### src/rtl/fwd_regfile_if.sv
// Decode-stage operand bus: source addresses, EX/MEM/WB bypass feeds, flush in; stall and ID/EX operands out.
// master drives the pipeline side, slave is the register file.
interface fwd_regfile_if #(
  parameter int DATA_W = 32,
  parameter int ADDR_W = 5,
  parameter int NUM_RD = 2,
  parameter int CNT_W  = 16
);
  logic                     id_valid;
  logic [NUM_RD*ADDR_W-1:0] id_raddr;
  logic [NUM_RD-1:0]        id_ruse;
  logic                     ex_wen;
  logic                     ex_is_load;
  logic [ADDR_W-1:0]        ex_waddr;
  logic [DATA_W-1:0]        ex_wdata;
  logic                     mem_wen;
  logic [ADDR_W-1:0]        mem_waddr;
  logic [DATA_W-1:0]        mem_wdata;
  logic                     wb_wen;
  logic [ADDR_W-1:0]        wb_waddr;
  logic [DATA_W-1:0]        wb_wdata;
  logic                     flush;
  logic                     stall;
  logic                     op_valid;
  logic [NUM_RD*DATA_W-1:0] op_data;
  logic [2*NUM_RD-1:0]      op_src;
  logic [CNT_W-1:0]         stall_count;

  modport master (
    output id_valid, id_raddr, id_ruse,
    output ex_wen, ex_is_load, ex_waddr, ex_wdata,
    output mem_wen, mem_waddr, mem_wdata,
    output wb_wen, wb_waddr, wb_wdata, flush,
    input  stall, op_valid, op_data, op_src, stall_count
  );

  modport slave (
    input  id_valid, id_raddr, id_ruse,
    input  ex_wen, ex_is_load, ex_waddr, ex_wdata,
    input  mem_wen, mem_waddr, mem_wdata,
    input  wb_wen, wb_waddr, wb_wdata, flush,
    output stall, op_valid, op_data, op_src, stall_count
  );
endinterface

### src/rtl/fwd_regfile.sv
// Decode-stage register file with EX/MEM/WB bypass, load-use stall detection and a registered ID/EX operand latch.
// Latency 1 cycle to op_data; stall holds upstream and bubbles op_valid, flush squashes the EX entry.
module fwd_regfile #(
  parameter int DATA_W = 32,
  parameter int ADDR_W = 5,
  parameter int NUM_RD = 2,
  parameter int CNT_W  = 16
) (
  input  logic         CLK,
  input  logic         RESET,
  fwd_regfile_if.slave bus
);
  localparam int NUM_REGS = 2 ** ADDR_W;

  localparam logic [1:0] SRC_ARR = 2'd0;
  localparam logic [1:0] SRC_WB  = 2'd1;
  localparam logic [1:0] SRC_MEM = 2'd2;
  localparam logic [1:0] SRC_EX  = 2'd3;

  logic [DATA_W-1:0]        rf [NUM_REGS];
  logic [NUM_RD*DATA_W-1:0] sel_data;
  logic [2*NUM_RD-1:0]      sel_src;
  logic [NUM_RD-1:0]        port_hit;
  logic                     load_use;

  logic                     op_valid_q;
  logic [NUM_RD*DATA_W-1:0] op_data_q;
  logic [2*NUM_RD-1:0]      op_src_q;
  logic [CNT_W-1:0]         stall_count_q;

  always_ff @(posedge CLK or posedge RESET) begin
    if (RESET) begin
      for (int r = 0; r < NUM_REGS; r++) rf[r] <= '0;
    end else if (bus.wb_wen && bus.wb_waddr != '0) begin
      rf[bus.wb_waddr] <= bus.wb_wdata;
    end
  end

  for (genvar g = 0; g < NUM_RD; g++) begin : g_port
    logic [ADDR_W-1:0] ra;
    logic [DATA_W-1:0] pdata;
    logic [1:0]        psrc;

    assign ra = bus.id_raddr[g*ADDR_W +: ADDR_W];

    // A load in EX has no result yet, so it is skipped and lower stages are searched.
    always_comb begin
      pdata = rf[ra];
      psrc  = SRC_ARR;
      if (ra == '0) begin
        pdata = '0;
        psrc  = SRC_ARR;
      end else if (bus.ex_wen && !bus.ex_is_load && bus.ex_waddr == ra) begin
        pdata = bus.ex_wdata;
        psrc  = SRC_EX;
      end else if (bus.mem_wen && bus.mem_waddr == ra) begin
        pdata = bus.mem_wdata;
        psrc  = SRC_MEM;
      end else if (bus.wb_wen && bus.wb_waddr == ra) begin
        pdata = bus.wb_wdata;
        psrc  = SRC_WB;
      end
    end

    assign sel_data[g*DATA_W +: DATA_W] = pdata;
    assign sel_src[g*2 +: 2]            = psrc;
    assign port_hit[g]                  = bus.id_ruse[g] && (ra == bus.ex_waddr);
  end

  assign load_use = !RESET && bus.id_valid && bus.ex_wen && bus.ex_is_load &&
                    (bus.ex_waddr != '0) && (|port_hit);

  always_ff @(posedge CLK or posedge RESET) begin
    if (RESET) begin
      op_valid_q <= 1'b0;
      op_data_q  <= '0;
      op_src_q   <= '0;
    end else if (bus.flush || load_use) begin
      op_valid_q <= 1'b0;
    end else begin
      op_valid_q <= bus.id_valid;
      op_data_q  <= sel_data;
      op_src_q   <= sel_src;
    end
  end

  always_ff @(posedge CLK or posedge RESET) begin
    if (RESET) begin
      stall_count_q <= '0;
    end else if (load_use && stall_count_q != '1) begin
      stall_count_q <= stall_count_q + CNT_W'(1);
    end
  end

  assign bus.stall       = load_use;
  assign bus.op_valid    = op_valid_q;
  assign bus.op_data     = op_data_q;
  assign bus.op_src      = op_src_q;
  assign bus.stall_count = stall_count_q;
endmodule

### src/flat_wrapper.sv
// flat-port wrapper written by rule: the top's interface ports become plain ports
module fwd_regfile_flat 
#(
  parameter int DATA_W = 32,
  parameter int ADDR_W = 5,
  parameter int NUM_RD = 2,
  parameter int CNT_W  = 16
)
  (CLK, RESET, bus_id_valid, bus_id_raddr, bus_id_ruse, bus_ex_wen, bus_ex_is_load, bus_ex_waddr, bus_ex_wdata, bus_mem_wen, bus_mem_waddr, bus_mem_wdata, bus_wb_wen, bus_wb_waddr, bus_wb_wdata, bus_flush, bus_stall, bus_op_valid, bus_op_data, bus_op_src, bus_stall_count);
  fwd_regfile_if #(.DATA_W(DATA_W), .ADDR_W(ADDR_W), .NUM_RD(NUM_RD), .CNT_W(CNT_W)) bus_i ();
  input  logic CLK;
  input  logic RESET;
  input wire logic [$bits(bus_i.id_valid)-1:0] bus_id_valid;
  input wire logic [$bits(bus_i.id_raddr)-1:0] bus_id_raddr;
  input wire logic [$bits(bus_i.id_ruse)-1:0] bus_id_ruse;
  input wire logic [$bits(bus_i.ex_wen)-1:0] bus_ex_wen;
  input wire logic [$bits(bus_i.ex_is_load)-1:0] bus_ex_is_load;
  input wire logic [$bits(bus_i.ex_waddr)-1:0] bus_ex_waddr;
  input wire logic [$bits(bus_i.ex_wdata)-1:0] bus_ex_wdata;
  input wire logic [$bits(bus_i.mem_wen)-1:0] bus_mem_wen;
  input wire logic [$bits(bus_i.mem_waddr)-1:0] bus_mem_waddr;
  input wire logic [$bits(bus_i.mem_wdata)-1:0] bus_mem_wdata;
  input wire logic [$bits(bus_i.wb_wen)-1:0] bus_wb_wen;
  input wire logic [$bits(bus_i.wb_waddr)-1:0] bus_wb_waddr;
  input wire logic [$bits(bus_i.wb_wdata)-1:0] bus_wb_wdata;
  input wire logic [$bits(bus_i.flush)-1:0] bus_flush;
  output wire logic [$bits(bus_i.stall)-1:0] bus_stall;
  output wire logic [$bits(bus_i.op_valid)-1:0] bus_op_valid;
  output wire logic [$bits(bus_i.op_data)-1:0] bus_op_data;
  output wire logic [$bits(bus_i.op_src)-1:0] bus_op_src;
  output wire logic [$bits(bus_i.stall_count)-1:0] bus_stall_count;
  assign bus_i.id_valid = bus_id_valid;
  assign bus_i.id_raddr = bus_id_raddr;
  assign bus_i.id_ruse = bus_id_ruse;
  assign bus_i.ex_wen = bus_ex_wen;
  assign bus_i.ex_is_load = bus_ex_is_load;
  assign bus_i.ex_waddr = bus_ex_waddr;
  assign bus_i.ex_wdata = bus_ex_wdata;
  assign bus_i.mem_wen = bus_mem_wen;
  assign bus_i.mem_waddr = bus_mem_waddr;
  assign bus_i.mem_wdata = bus_mem_wdata;
  assign bus_i.wb_wen = bus_wb_wen;
  assign bus_i.wb_waddr = bus_wb_waddr;
  assign bus_i.wb_wdata = bus_wb_wdata;
  assign bus_i.flush = bus_flush;
  assign bus_stall = bus_i.stall;
  assign bus_op_valid = bus_i.op_valid;
  assign bus_op_data = bus_i.op_data;
  assign bus_op_src = bus_i.op_src;
  assign bus_stall_count = bus_i.stall_count;
  fwd_regfile #(.DATA_W(DATA_W), .ADDR_W(ADDR_W), .NUM_RD(NUM_RD), .CNT_W(CNT_W)) u_core (.CLK(CLK), .RESET(RESET), .bus(bus_i));
endmodule
### config.mk
export PLATFORM = sky130hd
export DESIGN_NAME = fwd_regfile_flat
export DESIGN_NICKNAME = d
export VERILOG_FILES = /design/src/rtl/fwd_regfile_if.sv /design/src/rtl/fwd_regfile.sv /design/src/flat_wrapper.sv
export SDC_FILE = /design/constraint.sdc
export NUM_CORES = 2
export LEC_CHECK = 0
export ABC_CLOCK_PERIOD_IN_PS = 68100
export CAP_MARGIN = 10
export CORE_MARGIN = 2
export CORE_UTILIZATION = 55
export CTS_CLUSTER_SIZE = 30
export DETAILED_ROUTE_END_ITERATION = 12
export PLACE_DENSITY = 0.73
export REMOVE_ABC_BUFFERS = 1
export SETUP_SLACK_MARGIN = 0.4
export SYNTH_ARGS = -nofsm -noshare
export SYNTH_HDL_FRONTEND = slang
export SYNTH_SLANG_ARGS = --single-unit
### constraint.sdc
create_clock -name CLK -period 68.1 [get_ports CLK]
set_clock_uncertainty 0.15 [all_clocks]
set_input_delay 17.025 -clock CLK [delete_from_list [all_inputs] [get_ports CLK]]
set_output_delay 17.025 -clock CLK [all_outputs]
set_load 0.02 [all_outputs]
==> impl_results.md <==
* Outcome: completed
* Synth Cell Area at between 50000 and 60000 µm²
* Clock buffer depth at 3
* Clock power frac at 33.9%
* Synth Flop Type: dfrtp_1
* Synth top area share at between 40% and 50%
* Avg Cell Area, Syn at approximately 15 µm²
* HP Class: flop to flop
* Slew margin rel. at approximately 17%
* Min-Delay Startpoint: u_core.rf[1012]
* Yosys synthesis warning count at 0
* First-pass GRT wire length at approximately 270000 µm
* Crit Path Class: input port to output pin
* Final nets at approximately 4.1k
* I/O Buffers at 216
* Worst-skew pair later-pin latency at 0.71 ns
* Max-Cap Viols at 0
* GPL Wtd Cong at 0.8333
* Die area at approximately 110000 µm²
* Dpl cells at 5245
* Clock transition at path regs at 0.06 ns
* Crit-path max FO at 11
* WP data required at ~51 ns
* HPWL Detailed at slightly above 100000 µm
* Sequential share of power at 45.4%
* Post-synthesis cell count at 3964
* Fin Hold WS at approximately 0.24 ns
* Final instance area at about 66000 µm²
* Most common cell in the netlist: dfrtp_1
* Core Footprint at around 110000 µm²
* Post-synth cell types at 62
* H-tree levels at 3
* Final setup violation count at 0
* Final hold vios at 0
* Hold-critical path depth at 0
* Slew Viols, Final at 0
* CTS tree: yes
* Worst-Margin Slew at about 1.2 ns
* Total Wirelength at 183500 µm
* Top cell type by total area after synthesis: dfrtp_1
* Post-CTS Resized at 0
* Maximum clock rate at roughly 0.027 GHz
* Max VDD drop at ~21 µV
* Number of global-route vias before repair at 39.97k
* DIE WIDTH at 332.2 µm
* Seq/Total Area, Yosys at a little under half
* Num rows at 120
* Layout cell share with drive strength beyond 1 at approximately 47%
* Fin util at approximately 60%
* Vias per cell at between 7 and 8
* 1st-pass router iterations at 6
* Inserted Clock Buffers at roughly 120
* Total Routing Usage GR at 33.46%
* Critical Path AT at slightly below 20 ns
* Setup crit end kind: output pin
* Hold EP: u_core.rf[1012]
* Wirelength per Cell at roughly 34 µm
* Setup crit start kind: input port
* Largest net degree at the start of global routing at roughly 180
* ANT cells at 0
* Combinational power share at 20.8%
* Initial antenna violation count at 3
* Number of routed nets with antenna violations at 0
* RSZ-0062 raised after global routing: false
* Clk sinks at between 1k and 1.5k
* Top Ports at ~220
* Synth Register Bits at about 1.1k
* Pre-CTS setup slack at about 32 ns
* FF-to-FF End: u_core.bus.op_data[61]
* Commonest cells post-synth: dfrtp_1 (1109), mux2_2 (978), mux4_2 (553), clkbuf_1 (267), nand2_1 (143)
* Initial DRC Count at 4611
* Net Sw Power at 0.5223 mW
* Top cells by area, synth: dfrtp_1 (47%), mux4_2 (21%), mux2_2 (19%), clkbuf_1 (1.7%), mux2i_1 (1.5%)
* Worst r2r src: u_core.rf[413]
* Post-CTS setup buffers at 0
* Post-Place Cell Area at 62210 µm²
* Setup WS post-layout at between 30 and 40 ns
* R2R depth at 4
* Die Y at 332.2 µm
* Setup TNS at 0 ns
* Power, Total at between 1.5 and 2 mW
* Post-synthesis async set-or-reset flop share at 100.0%
* Fin cells at 5453
* Post-synth EDFFs at 0
* CTS Root Cell: clkbuf_16
* Cts hold-fix bufs at 0
* Worst R2R Setup Slack at between 60 and 70 ns
* Period Utilization, post-route at ~54%
* Overflow after GRT at 0
* DR vias at between 30k and 40k
* Initial core utilization at a little under three fifths
* Static Leak at between 20 and 30 nW
* Sw frac at 27.07%
* Fin crit period at approximately 37 ns
* Power Dens Cells at 29.20 nW/µm²
* P&R area growth vs syn at 11.52%
* Int Power at between 1 and 1.5 mW
* DRC errors left at 0
## power by group through the flow
stage / clock network, mW / logic [mW] / registers, mW
3_3_place_gp: 0 / 0.389 / 0.875
6_report: 0.654 / 0.400 / 0.875
3_5_place_dp: 0 / 0.399 / 0.881
5_1_grt: 0.685 / 0.426 / 0.889
4_1_cts: 0.658 / 0.400 / 0.870
2_1_floorplan: 0 / 0.276 / 0.863
## cells in the final DEF (no fill, tap or decap), types with 40 or more instances in the layout
cell type,netlist,final
a221o_1,55,55
dfrtp_1,1109,1109
mux4_2,553,553
nand2_1,143,127
a211oi_1,40,40
clkdlybuf4s50_1,0,207
buf_4,26,111
clkbuf_16,0,119
mux2_2,978,978
mux2i_1,88,88
o21ai_0,72,72
## state kept, by name (all words and copies together), names as in the netlist
| register | cells |
|---|---|
| u_core.bus.stall_count | 16 |
| u_core.rf | 1024 |
| u_core.bus.op_src | 4 |
| u_core.bus.op_data | 64 |
| u_core.bus.op_valid | 1 |
## worst max-delay path by stage
stage	cells after the start	start	slack, ns	end
after global placement	6	bus_id_raddr[4]	31.62	bus_stall
after global routing	6	bus_id_raddr[4]	31.48	bus_stall
after floorplan	1	RESET	19.70	u_core.bus.op_data[0]
after CTS	6	bus_id_raddr[4]	31.58	bus_stall
final	6	bus_id_raddr[4]	31.53	bus_stall
after detailed placement	6	bus_id_raddr[4]	31.58	bus_stall
## cell families after synthesis
| group | after synthesis | share of synthesized area, % |
|---|---|---|
| fa+ha+maj | 1 | 0.02112 |
| flops | 1109 | 46.84 |
| buf+inv | 463 | 3.577 |
| compound gates | 392 | 4.804 |
| simple gates | 322 | 2.646 |
| mux | 1632 | 41.44 |
| xor+xnor | 45 | 0.6652 |
## critical path, stage by stage
cell and delay (ns):
clkdlybuf4s50_1 0.83, xnor2_1 0.19, nand3_1 0.15, nor3_1 0.19, o221a_2 0.36, clkdlybuf4s50_1 0.64
## cell type report
cell class	instances	area, µm²
Fill cell	7944	40830
Multi-Input combinational cell	2392	29620
Sequential cell	1109	27750
Clock buffer	166	3354
Timing Repair Buffer	327	3027
Tap cell	1403	1755
Clock inverter	42	505.5
Inverter	14	61.31
## routing by layer
metal  vias up  part of all wire, %  global-route usage [%]
li1      15360                    -                       -
met1     21080                   40                   47.08
met5         -                0.013                       0
met3       415                   11                   9.663
met4         4                  3.7                   11.96
met2      2221                   45                   50.04
Note: power is estimated with default switching activity, not from simulation.
